[src/rtl/as_pack.sv]
// Shared LSU types: operation encoding, access sizes, FSM states and lane helpers.
package as_pack;

    localparam int reg_width   = 64;
    localparam int lsuop_width = 4;

    typedef enum logic [lsuop_width-1:0] {
        LB, LH, LW, LD, LBU, LHU, LWU, SB, SH, SW, SD
    } lsu_op_e;

    typedef enum logic [1:0] {SZ_B, SZ_H, SZ_W, SZ_D} lsu_size_e;

    typedef enum logic [1:0] {IDLE, REQ, WAIT, RESP} lsu_state_e;

    // Unused encodings fall through to a doubleword load.
    function automatic lsu_size_e op_size(input lsu_op_e op);
        case (op)
            LB, LBU, SB: op_size = SZ_B;
            LH, LHU, SH: op_size = SZ_H;
            LW, LWU, SW: op_size = SZ_W;
            default:     op_size = SZ_D;
        endcase
    endfunction

    function automatic logic op_signed(input lsu_op_e op);
        op_signed = (op == LB) || (op == LH) || (op == LW) || (op == LD);
    endfunction

    function automatic logic op_store(input lsu_op_e op);
        op_store = (op == SB) || (op == SH) || (op == SW) || (op == SD);
    endfunction

    function automatic logic [7:0] size_mask(input lsu_size_e sz);
        case (sz)
            SZ_B:    size_mask = 8'h01;
            SZ_H:    size_mask = 8'h03;
            SZ_W:    size_mask = 8'h0F;
            default: size_mask = 8'hFF;
        endcase
    endfunction

    function automatic logic [2:0] align_low(input logic [2:0] lo, input lsu_size_e sz);
        case (sz)
            SZ_B:    align_low = lo;
            SZ_H:    align_low = {lo[2:1], 1'b0};
            SZ_W:    align_low = {lo[2], 2'b00};
            default: align_low = 3'b000;
        endcase
    endfunction

    function automatic logic misaligned(input logic [2:0] lo, input lsu_size_e sz);
        misaligned = (align_low(lo, sz) != lo);
    endfunction

endpackage

[src/rtl/as_lsu_align.sv]
// Combinational byte-lane steering: stores shift left into the lane,
// loads shift right out of the lane and then sign/zero extend.
module as_lsu_align
    import as_pack::*;
(
    input  logic                 store_i,
    input  logic [2:0]           lane_i,
    input  lsu_size_e            size_i,
    input  logic                 sign_i,
    input  logic [63:0]          data_i,
    output logic [reg_width-1:0] data_o
);

    logic [5:0]  sh;
    logic [63:0] shr;

    assign sh  = {lane_i, 3'b000};
    assign shr = data_i >> sh;

    always_comb begin
        data_o = '0;
        if (store_i) begin
            data_o = data_i << sh;
        end else begin
            case (size_i)
                SZ_B:    data_o = {{56{sign_i & shr[7]}},  shr[7:0]};
                SZ_H:    data_o = {{48{sign_i & shr[15]}}, shr[15:0]};
                SZ_W:    data_o = {{32{sign_i & shr[31]}}, shr[31:0]};
                default: data_o = shr;
            endcase
        end
    end

endmodule

[src/rtl/as_lsu.sv]
// Load/store unit: one outstanding bus access, req/gnt then rvalid handshake.
// Define AS_LSU_MISALIGN_TRAP_EN to trap misaligned accesses instead of masking them.
module as_lsu
    import as_pack::*;
#(
    parameter int TIMEOUT_CYCLES = 255
) (
    input  logic                   clk_i,
    input  logic                   rst_i,
    input  logic                   req_valid_i,
    output logic                   req_ready_o,
    input  logic [lsuop_width-1:0] op_i,
    input  logic [reg_width-1:0]   addr_i,
    input  logic [reg_width-1:0]   wdata_i,
    output logic                   mem_req_o,
    output logic                   mem_we_o,
    output logic [reg_width-1:0]   mem_addr_o,
    output logic [7:0]             mem_be_o,
    output logic [63:0]            mem_wdata_o,
    input  logic                   mem_gnt_i,
    input  logic                   mem_rvalid_i,
    input  logic [63:0]            mem_rdata_i,
    output logic                   rsp_valid_o,
    output logic [reg_width-1:0]   rdata_o,
    output logic                   misalign_o,
    output logic                   buserr_o
);

    localparam bit TO_EN = (TIMEOUT_CYCLES != 0);
    localparam int CNT_W = (TIMEOUT_CYCLES > 1) ? $clog2(TIMEOUT_CYCLES) : 1;
    localparam logic [CNT_W-1:0] CNT_LAST = CNT_W'(TIMEOUT_CYCLES - 1);

    lsu_state_e           state_q, state_d;
    logic [CNT_W-1:0]     cnt_q;
    lsu_op_e              op_q, op_in;
    logic [reg_width-1:0] addr_q, wdata_q, rdata_q, load_data;
    logic                 misalign_q, buserr_q;
    logic                 req_fire, trap_hit, timeout_hit, enter_resp;
    lsu_size_e            size_in, size_q;

    assign op_in       = lsu_op_e'(op_i);
    assign size_in     = op_size(op_in);
    assign size_q      = op_size(op_q);
    assign req_fire    = req_valid_i && (state_q == IDLE);
    assign timeout_hit = TO_EN && (cnt_q == CNT_LAST);
    assign enter_resp  = (state_d == RESP) && (state_q != RESP);

`ifdef AS_LSU_MISALIGN_TRAP_EN
    assign trap_hit = misaligned(addr_i[2:0], size_in);
`else
    assign trap_hit = 1'b0;
`endif

    always_comb begin
        state_d = state_q;
        case (state_q)
            IDLE: if (req_fire) state_d = trap_hit ? RESP : REQ;
            REQ:  if (mem_gnt_i) state_d = op_store(op_q) ? RESP : WAIT;
            WAIT: if (mem_rvalid_i || timeout_hit) state_d = RESP;
            default: state_d = IDLE;
        endcase
    end

    always_ff @(posedge clk_i) begin
        if (rst_i) begin
            state_q    <= IDLE;
            cnt_q      <= '0;
            op_q       <= LB;
            addr_q     <= '0;
            wdata_q    <= '0;
            rdata_q    <= '0;
            misalign_q <= 1'b0;
            buserr_q   <= 1'b0;
        end else begin
            state_q <= state_d;
            // Low address bits are forced to natural alignment; in the trap
            // build a misaligned request never reaches the bus anyway.
            if (req_fire) begin
                op_q    <= op_in;
                addr_q  <= {addr_i[reg_width-1:3], align_low(addr_i[2:0], size_in)};
                wdata_q <= wdata_i;
            end
            if (state_q == WAIT && !mem_rvalid_i)
                cnt_q <= cnt_q + 1'b1;
            else
                cnt_q <= '0;
            if (enter_resp) begin
                misalign_q <= (state_q == IDLE);
                buserr_q   <= (state_q == WAIT) && !mem_rvalid_i;
                rdata_q    <= (state_q == WAIT && mem_rvalid_i) ? load_data : '0;
            end
        end
    end

    as_lsu_align u_store_align (
        .store_i (1'b1),
        .lane_i  (addr_q[2:0]),
        .size_i  (size_q),
        .sign_i  (1'b0),
        .data_i  (wdata_q),
        .data_o  (mem_wdata_o)
    );

    as_lsu_align u_load_align (
        .store_i (1'b0),
        .lane_i  (addr_q[2:0]),
        .size_i  (size_q),
        .sign_i  (op_signed(op_q)),
        .data_i  (mem_rdata_i),
        .data_o  (load_data)
    );

    assign req_ready_o = (state_q == IDLE);
    assign mem_req_o   = (state_q == REQ);
    assign mem_we_o    = (state_q == REQ) && op_store(op_q);
    assign mem_addr_o  = {addr_q[reg_width-1:3], 3'b000};
    assign mem_be_o    = size_mask(size_q) << addr_q[2:0];
    assign rsp_valid_o = (state_q == RESP);
    assign rdata_o     = rdata_q;
    assign misalign_o  = misalign_q;
    assign buserr_o    = buserr_q;

endmodule

[config.mk]
export PLATFORM = sky130hd
export DESIGN_NAME = as_lsu
export DESIGN_NICKNAME = d
export VERILOG_FILES = /design/src/rtl/as_pack.sv /design/src/rtl/as_lsu_align.sv /design/src/rtl/as_lsu.sv
export SDC_FILE = /design/constraint.sdc
export NUM_CORES = 1
export LEC_CHECK = 0
export CORE_MARGIN = 2
export CORE_UTILIZATION = 32
export CTS_CLUSTER_SIZE = 14
export DETAILED_ROUTE_END_ITERATION = 10
export PLACE_DENSITY = 0.71
export REMOVE_ABC_BUFFERS = 1
export SETUP_SLACK_MARGIN = 0.02
export SLEW_MARGIN = 25
export SYNTH_ARGS = -nofsm -noshare
export SYNTH_HDL_FRONTEND = slang
export SYNTH_SLANG_ARGS = --single-unit
[constraint.sdc]
create_clock -name clk_i -period 3.3 [get_ports clk_i]
set_clock_uncertainty 0.1 [all_clocks]
set_input_delay 0.33 -clock clk_i [delete_from_list [all_inputs] [get_ports clk_i]]
set_output_delay 0.33 -clock clk_i [all_outputs]
set_load 0.02 [all_outputs]
Word level (Yosys, flattened, before mapping) --
Memory sizes are Yosys's and may differ from the RTL's. A register that Yosys moved wholly into a read port is not among the register bits. Cells that the tools add are included.
Word-level totals: register bits 208, memory bits (read-only) 64, memories 2
Memory list:
- (no name shown) | depth 16, bits a word 2, read ports 1, clocked after memory_dff 1, write ports 0, line as_pack.sv:17 | case (op)
- (no name shown) | depth 16, bits a word 2, read ports 1, clocked after memory_dff 0, write ports 0, line as_pack.sv:17
Cells by class: $add $sub $neg 1, equal/unequal tests 17, shifts and indexed selects 3, muxes and demuxes 11, bitwise logic cells 4, reductions and logical operators 18
Operators with widths (count):
- $pmux 64 s3 | 1
- $mux 64 | 1
- $shl 64x6->64 | 1
- $shr 64x6->64 | 1
- $pmux 8 s3 | 1
- $eq 4x4->1 const B | 3
- $eq 2x2->1 const B | 5
- $pmux 3 s3 | 1
- $add 8x1->8 const B | 1
- $eq 4x2->1 const B | 2
- $eq 8x8->1 const B | 1
- $mux 4 | 2
- $shl 8x3->8 | 1
- $logic_or 1x1->1 | 7
- $eq 2x1->1 const B | 3
- $logic_not 2->1 | 3
- $mux 2 | 3
- $pmux 2 s3 | 1
- $logic_and 1x1->1 | 5
- $eq 4x1->1 const B | 1
- $eq 4x3->1 const B | 1
- $logic_not 4->1 | 1
- $and 1x1->1 | 3
- $ne 2x2->1 const B | 1
- other kinds (4) | 4

Logic depth before layout (Yosys ltp) --
Gate-level depths: netlist of run 1.
depth in word-level cells 9, gate-level depth with buffers 9, depth with buffers taken out 7

By module --
Synthesis of run 1 repeated with hierarchy kept, for this count alone.
Unflattened totals: cells, all modules 2247, area, all modules 17479.3 µm²
By module, submodules not included:
- as_lsu | instances 1, cells each 1121, area an instance 8856.0 µm², seq. area each 4204.0 µm²
- as_lsu_align | instances 2, cells each 563, area an instance 4311.6 µm², seq. area each 0.0 µm²

Least setup slack after synthesis of run 1 --
Ideal clock, no wire load.
path kind register to output, start register addr_q[2], end output mem_be_o[5], arrival time 1905 ps, data required time 2870 ps, setup slack 965 ps, stages on the path, launching flop included 7, cell sequence dfxtp_1 buf_2 buf_2 buf_1 clkbuf_1 nor2_1 nor3b_1
On the way: cells in the longest elaborated chain, start to end 1
Ends and longest elaborated chain:
- from (decl) | line as_lsu.sv:36 | logic [reg_width-1:0] addr_q, wdata_q, rdata_q, load_data;
- from (signal assigned) | line as_lsu.sv:80 | addr_q <= {addr_i[reg_width-1:3], align_low(addr_i[2:0], size_in)};
- $shl 8x3->8 | line as_lsu.sv:117 | assign mem_be_o = size_mask(size_q) << addr_q[2:0];
- to (decl) | line as_lsu.sv:18 | output logic [7:0] mem_be_o,
No other way between the ends.

Worst setup path after layout of run 1 --
start register addr_q[0], end output mem_wdata_o[57]
On the way: cells in the longest elaborated chain, start to end 1
Ends and longest elaborated chain:
- $shl 64x6->64 | line as_lsu_align.sv:23 | data_o = data_i << sh;
- to (decl) | line as_lsu.sv:19 | output logic [63:0] mem_wdata_o,
No other way between the ends.

==> impl_metrics.json, run 1 <==
{
  "ys_seq_elements": 210,
  "drv_cap": 0,
  "gr-total-overflow": 0,
  "multi_input_area_sq_um": 6359,
  "critical_path_arrival_ps": 2730,
  "core_area_sq_um": 36610,
  "finalMaxSlewViolations": 0,
  "criticalPathCategory": "reg2out",
  "drt_iter0_drc": 594,
  "post-dp-hpwl_um": 30360,
  "muxShareOfSynthArea_pct": 14.36,
  "antenna_found_initial": 3,
  "stdcell_area_sq_um": 16600,
  "drive_above_1_share_pct": 7.577,
  "ctsLongestPathBuffers": 3,
  "cp-start-kind": "flip-flop",
  "worstPathMaxFanout": 49,
  "finalCriticalPeriod_ps": 3159,
  "netlist-cell-type-count": 57,
  "cts_tree": "yes",
  "nNetsFinal": 1997,
  "holdBufCountCts": 0,
  "die_y_um": 196.9,
  "h-tree-depth": 1,
  "routed_wl_um": 43650,
  "synth_area_leaders": "dfxtp_1 35%, nand2_1 9.6%, mux2i_1 8.5%",
  "async_flop_share_pct": 0,
  "drtAntennaViolNets": 0,
  "cts_root_buf": "clkbuf_16",
  "io_pins": 407,
  "slew_headroom_pct": 45.36,
  "synth_top_family_by_area": "compound AO/OA/AOI/OAI gates",
  "synth.avg_cell_area_sq_um": 7.838,
  "outcome": "completed",
  "synth_warnings": 0,
  "setup_tns_ps": 0,
  "dr.pass1.iters": 7,
  "fin_util_pct": 45.35,
  "synthSimpleGateAreaFrac_pct": 17.00,
  "synthXorXnorAreaFrac_pct": 0.2943,
  "setup.worst_path.end_class": "primary output",
  "gr-usage-all-layers_pct": 21.64,
  "die-area_sq_um": 38760,
  "dominantRegCellSynth": "dfxtp_1",
  "via_per_inst": 5.269,
  "grt_max_degree": 129,
  "worst_pin_slew_ps": 819.6,
  "synth_compound_area_share_pct": 21.18,
  "power.density_nw_per_um2": 429.8,
  "clk_pin_slew_ps": 60,
  "initial_core_util_pct": 32.52,
  "numPortBuffers": 403,
  "synth-edff-count": 0,
  "yosys.area.top_type": "dfxtp_1",
  "numCtsBuffers": 25,
  "grt_pass1_vias": 11680,
  "place_area_sq_um": 15770,
  "peakVddDrop_mv": 0.4171,
  "timing.final.crit_share_pct": 95.73,
  "fp-row-count": 70,
  "fmax_ghz": 0.3165,
  "synth_top_area_share_pct": 35.31,
  "p_leak_nw": 5.716,
  "cts_sinks": 210,
  "cp.required_ps": 2870,
  "num_vias": 12000,
  "wl_per_cell_um": 19.17,
  "fillers": 3566,
  "finalSetupViolCount": 0,
  "area_delta_synth_final_pct": 39.46,
  "grt_first_pass_wirelength_um": 66250,
  "seqCellArea_sq_um": 4215,
  "yosysSeqAreaShare_pct": 35.31,
  "netlist_area_sq_um": 11910,
  "hold_viol": 0,
  "syn_inst": 1519,
  "hold_path.class": "in2reg",
  "die_x_um": 196.9,
  "synth-adder-area-share_pct": 0.2102,
  "drc": 0,
  "gp_congestion": 0.9107,
  "clock_latency_ps": 540,
  "rsz0062_at_grt": "yes"
}
## synthesized netlist by cell type (8+ instances only)
master and count:
nand2_1 303, dfxtp_1 210, o311ai_0 22, o32ai_1 41, mux4_2 14, o21bai_1 8, nor2b_1 16, mux2_2 34
and2_1 20, nor2_1 90, a211oi_1 20, nand3_1 15, a21oi_1 198, clkbuf_1 79, inv_1 74, o21ai_0 50
buf_2 27, o22ai_1 21, buf_4 77, mux2i_1 101
## layout by cell type, fill, tap and decap left out, types with 4 or more instances in the layout
master,count
or2_2,4
nand3_1,15
a31oi_1,5
a211oi_1,20
nor3_1,4
nand2b_1,7
buf_4,30
clkdlybuf4s50_1,402
o22ai_1,21
a2bb2oi_1,7
clkbuf_16,25
dfxtp_1,207
o211ai_1,7
and2_1,20
nor2_1,89
o21bai_1,8
a21oi_1,197
mux4_2,14
mux2_2,34
o311ai_0,22
inv_1,73
o221ai_1,6
o21ai_0,50
a211o_1,7
mux2i_1,101
buf_12,6
nor2b_1,14
clkbuf_1,11
nand2_1,303
o32ai_1,41
## kinds of logic (layout without fill, tap and decap cells)
family | after synthesis | count (layout)
buffers and inverters | 270 | 557
AOI/OAI and AO/OA | 406 | 406
muxes | 149 | 149
DFF | 210 | 210
xor gates and xnor gates | 4 | 4
and+or+nand+nor | 477 | 477
adders and majority gates | 2 | 2
other | 1 | 4
## registers in the layout (all words and copies together), names as in the netlist
name and count:
addr_q 64, buserr_o 1, cnt_q 8, misalign_o 1, op_q 4, rdata_o 64
size_q 2, state_q 2, wdata_q 64
## power by group
group | total [W] | internal (W) | leakage, nW | switching, W
registers | 0.00283 | 0.00269 | 1.72 | 0.000143
clock network | 0.00253 | 0.00146 | 0.351 | 0.00108
logic | 0.00177 | 0.000823 | 3.65 | 0.000950
total | 0.00714 | 0.00497 | 5.72 | 0.00217
## area by class of cell
type | instances | area share (%)
Inverter | 74 | 1.673
Antenna cell | 1 | 0.01507
Sequential cell | 210 | 25.39
Clock buffer | 39 | 4.265
Clock inverter | 2 | 0.1055
Timing Repair Buffer | 442 | 26.73
Multi-Input combinational cell | 1041 | 38.30
Tap cell | 468 | 3.527
## critical path, cell delays in order (launching register included)
cell and delay, ps:
dfxtp_4 430, buf_4 460, a211oi_1 140, a211o_1 290, o21ai_0 140, clkdlybuf4s50_1 730
## per-stage QoR
stage	hold slack [ps]	setup WS (ps)	total power (W)	instances
2_1_floorplan	299.1	-2913	0.003732	1325
3_3_place_gp	340.8	448.9	0.004622	2230
3_5_place_dp	346.2	386.2	0.004641	2230
4_1_cts	99.97	56.01	0.007215	2274
5_1_grt	143.1	-29.10	0.007457	2276
6_report	144.6	140.9	0.007136	2277
## path summary, 6_finish.rpt
kind              slack (ps)   startpoint         endpoint  cells past startpoint
setup / recovery         140    addr_q[0]  mem_wdata_o[57]                      5
setup reg to reg         670    addr_q[1]      rdata_o[29]                      6
hold reg to reg          350  wdata_q[52]      wdata_q[52]                      2
hold / removal           140        rst_i      wdata_q[35]                      2
## metal layers
metal  GRT usage [%]  wire length, um  share of wire, %  up-vias
met2           37.18            20690                47      543
met5               0               12             0.027        -
met4           5.764             1169               2.7        2
li1                -                -                 -     5745
met3           7.221             4446                10       77
met1           25.84            17330                40     5631
## what timing repair did
action                     4_1_cts  5_1_grt
gates resized for setup          1        2
setup endpoints to repair       39        7
setup buffers                    3        2
No activity file was read; power rests on OpenSTA's default activity.
==> run 2, diff against run 1 <==
--- a/config.mk
+++ b/config.mk
@@ -9,7 +9,7 @@
 export CORE_UTILIZATION = 32
 export CTS_CLUSTER_SIZE = 14
 export DETAILED_ROUTE_END_ITERATION = 10
-export PLACE_DENSITY = 0.71
+export PLACE_DENSITY = 0.73
 export REMOVE_ABC_BUFFERS = 1
 export SETUP_SLACK_MARGIN = 0.02
 export SLEW_MARGIN = 25
==> constraint.sdc (replaced) <==
create_clock -name clk_i -period 2.7 [get_ports clk_i]
set_clock_uncertainty 0.1 [all_clocks]
set_input_delay 0.27 -clock clk_i [delete_from_list [all_inputs] [get_ports clk_i]]
set_output_delay 0.27 -clock clk_i [all_outputs]
set_load 0.02 [all_outputs]
==> impl_metrics.json, run 2 (synthesis results as in run 1) <==
{
  "seqPwrFrac_pct": 37.2,
  "gr-total-overflow": 0,
  "worstReg2RegEnd": "rdata_o[43]",
  "slew_headroom_pct": 41.16,
  "drc": 0,
  "peakVddDrop_mv": 0.5311,
  "r2r_slack_ps": 260,
  "post-dp-hpwl_um": 31120,
  "finalCriticalPeriod_ps": 2623,
  "p_switching_w": 0.002768,
  "clk_pin_slew_ps": 60,
  "min_from": "rst_i",
  "worst_pin_slew_ps": 882.6,
  "area_delta_synth_final_pct": 42.76,
  "finalSetupViolCount": 0,
  "grt_max_degree": 154,
  "gr-usage-all-layers_pct": 21.57,
  "layout_common_cells": "333 x clkdlybuf4s50_1, 303 x nand2_1, 205 x dfxtp_1",
  "numPortBuffers": 403,
  "rsz0062_at_grt": "yes",
  "core_area_sq_um": 36610,
  "setup.worst_path.end_class": "primary output",
  "h-tree-depth": 1,
  "critical_path_arrival_ps": 2250,
  "numCtsBuffers": 25,
  "finalMaxSlewViolations": 0,
  "worstPathMaxFanout": 39,
  "power.switching_fraction_pct": 29.84,
  "drive_above_1_share_pct": 9.918,
  "cpMaxStageDelayCell": "dfxtp_4",
  "nNetsFinal": 2009,
  "via_per_inst": 5.324,
  "grt_pass1_vias": 11680,
  "io_pins": 407,
  "die_y_um": 196.9,
  "outcome": "completed",
  "holdBufCountCts": 0,
  "finalWorstSetupSlack_ps": 77.22,
  "ctsLongestPathBuffers": 3,
  "cts_root_buf": "clkbuf_16",
  "worstRegToRegCells": 8,
  "clock_latency_ps": 550,
  "initial_core_util_pct": 32.52,
  "routed_wl_um": 44100,
  "fmax_ghz": 0.3813,
  "slowest_delay_ps": 420,
  "num_vias": 12210,
  "dr.pass1.iters": 5,
  "power.density_nw_per_um2": 545.9,
  "p_comb_share_pct": 23.4,
  "r2r-start": "addr_q[1]",
  "fp-row-count": 70,
  "p_leak_nw": 6.332,
  "p_clk_share_pct": 39.4,
  "cp_cell_sequence": "buf_16, mux2i_2, nor2_1, a21oi_1, o21ai_0, dlygate4sd2_1",
  "drt_iter0_drc": 632,
  "die_x_um": 196.9,
  "drtAntennaViolNets": 0,
  "cp.required_ps": 2330,
  "cp-start-kind": "flip-flop",
  "p_int_w": 0.006510,
  "antenna_found_initial": 0,
  "die-area_sq_um": 38760,
  "gp_congestion": 0.9310,
  "drv_cap": 0,
  "hold_end": "state_q[1]",
  "post-place-ws_ps": 239.9,
  "cts_tree": "yes",
  "final_common_cell": "clkdlybuf4s50_1",
  "power_w": 0.009278,
  "grt_first_pass_wirelength_um": 66280,
  "holdPathStages": 2,
  "hold_viol": 0,
  "wl_per_cell_um": 19.22,
  "timing.final.crit_share_pct": 97.14,
  "criticalPathCategory": "reg2out",
  "cts_sinks": 210,
  "hold_path.class": "in2reg"
}
[run 2: worst max path at each step]
stage                     from              end  slack (ps)  cells past startpoint
5_1_grt              addr_q[1]  mem_wdata_o[51]         -30                      6
4_1_cts              addr_q[1]  mem_wdata_o[22]        -150                      5
6_report             addr_q[1]  mem_wdata_o[51]          80                      6
3_3_place_gp   mem_rdata_i[31]      rdata_o[59]         270                      7
3_5_place_dp   mem_rdata_i[55]      rdata_o[38]         240                      7
2_1_floorplan        addr_q[0]      rdata_o[32]       -3510                      5
[run 2: per-stage QoR]
stage	utilization, %	area (sq um)	TNS (ps)	std cells	hold WS (ps)
floorplan	-	10810	-657610	1325	239.1
global placement	43.48	15920	0	2235	340.4
detailed placement	43.48	15920	0	2235	345.7
CTS	46.13	16890	-981.4	2287	9.842
global route	46.42	16990	-58.96	2293	44.40
finish	46.43	17000	0	2294	35.43
[run 2: metal layers]
layer / vias up / global-route usage [%] / wire [um]
li1: 5764 / - / -
met1: 5766 / 26.06 / 17160
met2: 600 / 37.31 / 21170
met3: 84 / 6.622 / 4680
met4: 0 / 5.291 / 1078
met5: - / 0 / 0
[run 2: worst max-delay path, delay by kind of cell, from the launching register on]
family / cells / cell delay, ps
compound gates: 2 / 290
mux: 1 / 300
flops: 1 / 420
buf+inv: 2 / 580
simple gates: 1 / 70
[run 2: cell type report]
cell class / instances / area [sq um]
Inverter: 74 / 277.8
Clock inverter: 12 / 166.4
Timing Repair Buffer: 454 / 4628
Sequential cell: 210 / 4218
Multi-Input combinational cell: 1041 / 6399
Clock buffer: 34 / 719.4
Antenna cell: 1 / 2.502
Tap cell: 468 / 585.6
Fill cell: 3523 / 19610
[run 2: timing repair]
item / 4_1_cts / 5_1_grt
endpoints found under the setup margin: 67 / 40
resized for setup: 64 / 40
gates cloned: 2 / 1
buffers inserted: 4 / 5
[run 2: power groups by stage]
stage                     logic (W)  registers, W  clock network, W
after floorplan            0.000929       0.00363                 0
after detailed placement    0.00218       0.00352                 0
after global placement      0.00217       0.00351                 0
final                       0.00217       0.00345           0.00366
after CTS                   0.00216       0.00345           0.00375
after global routing        0.00233       0.00348           0.00386
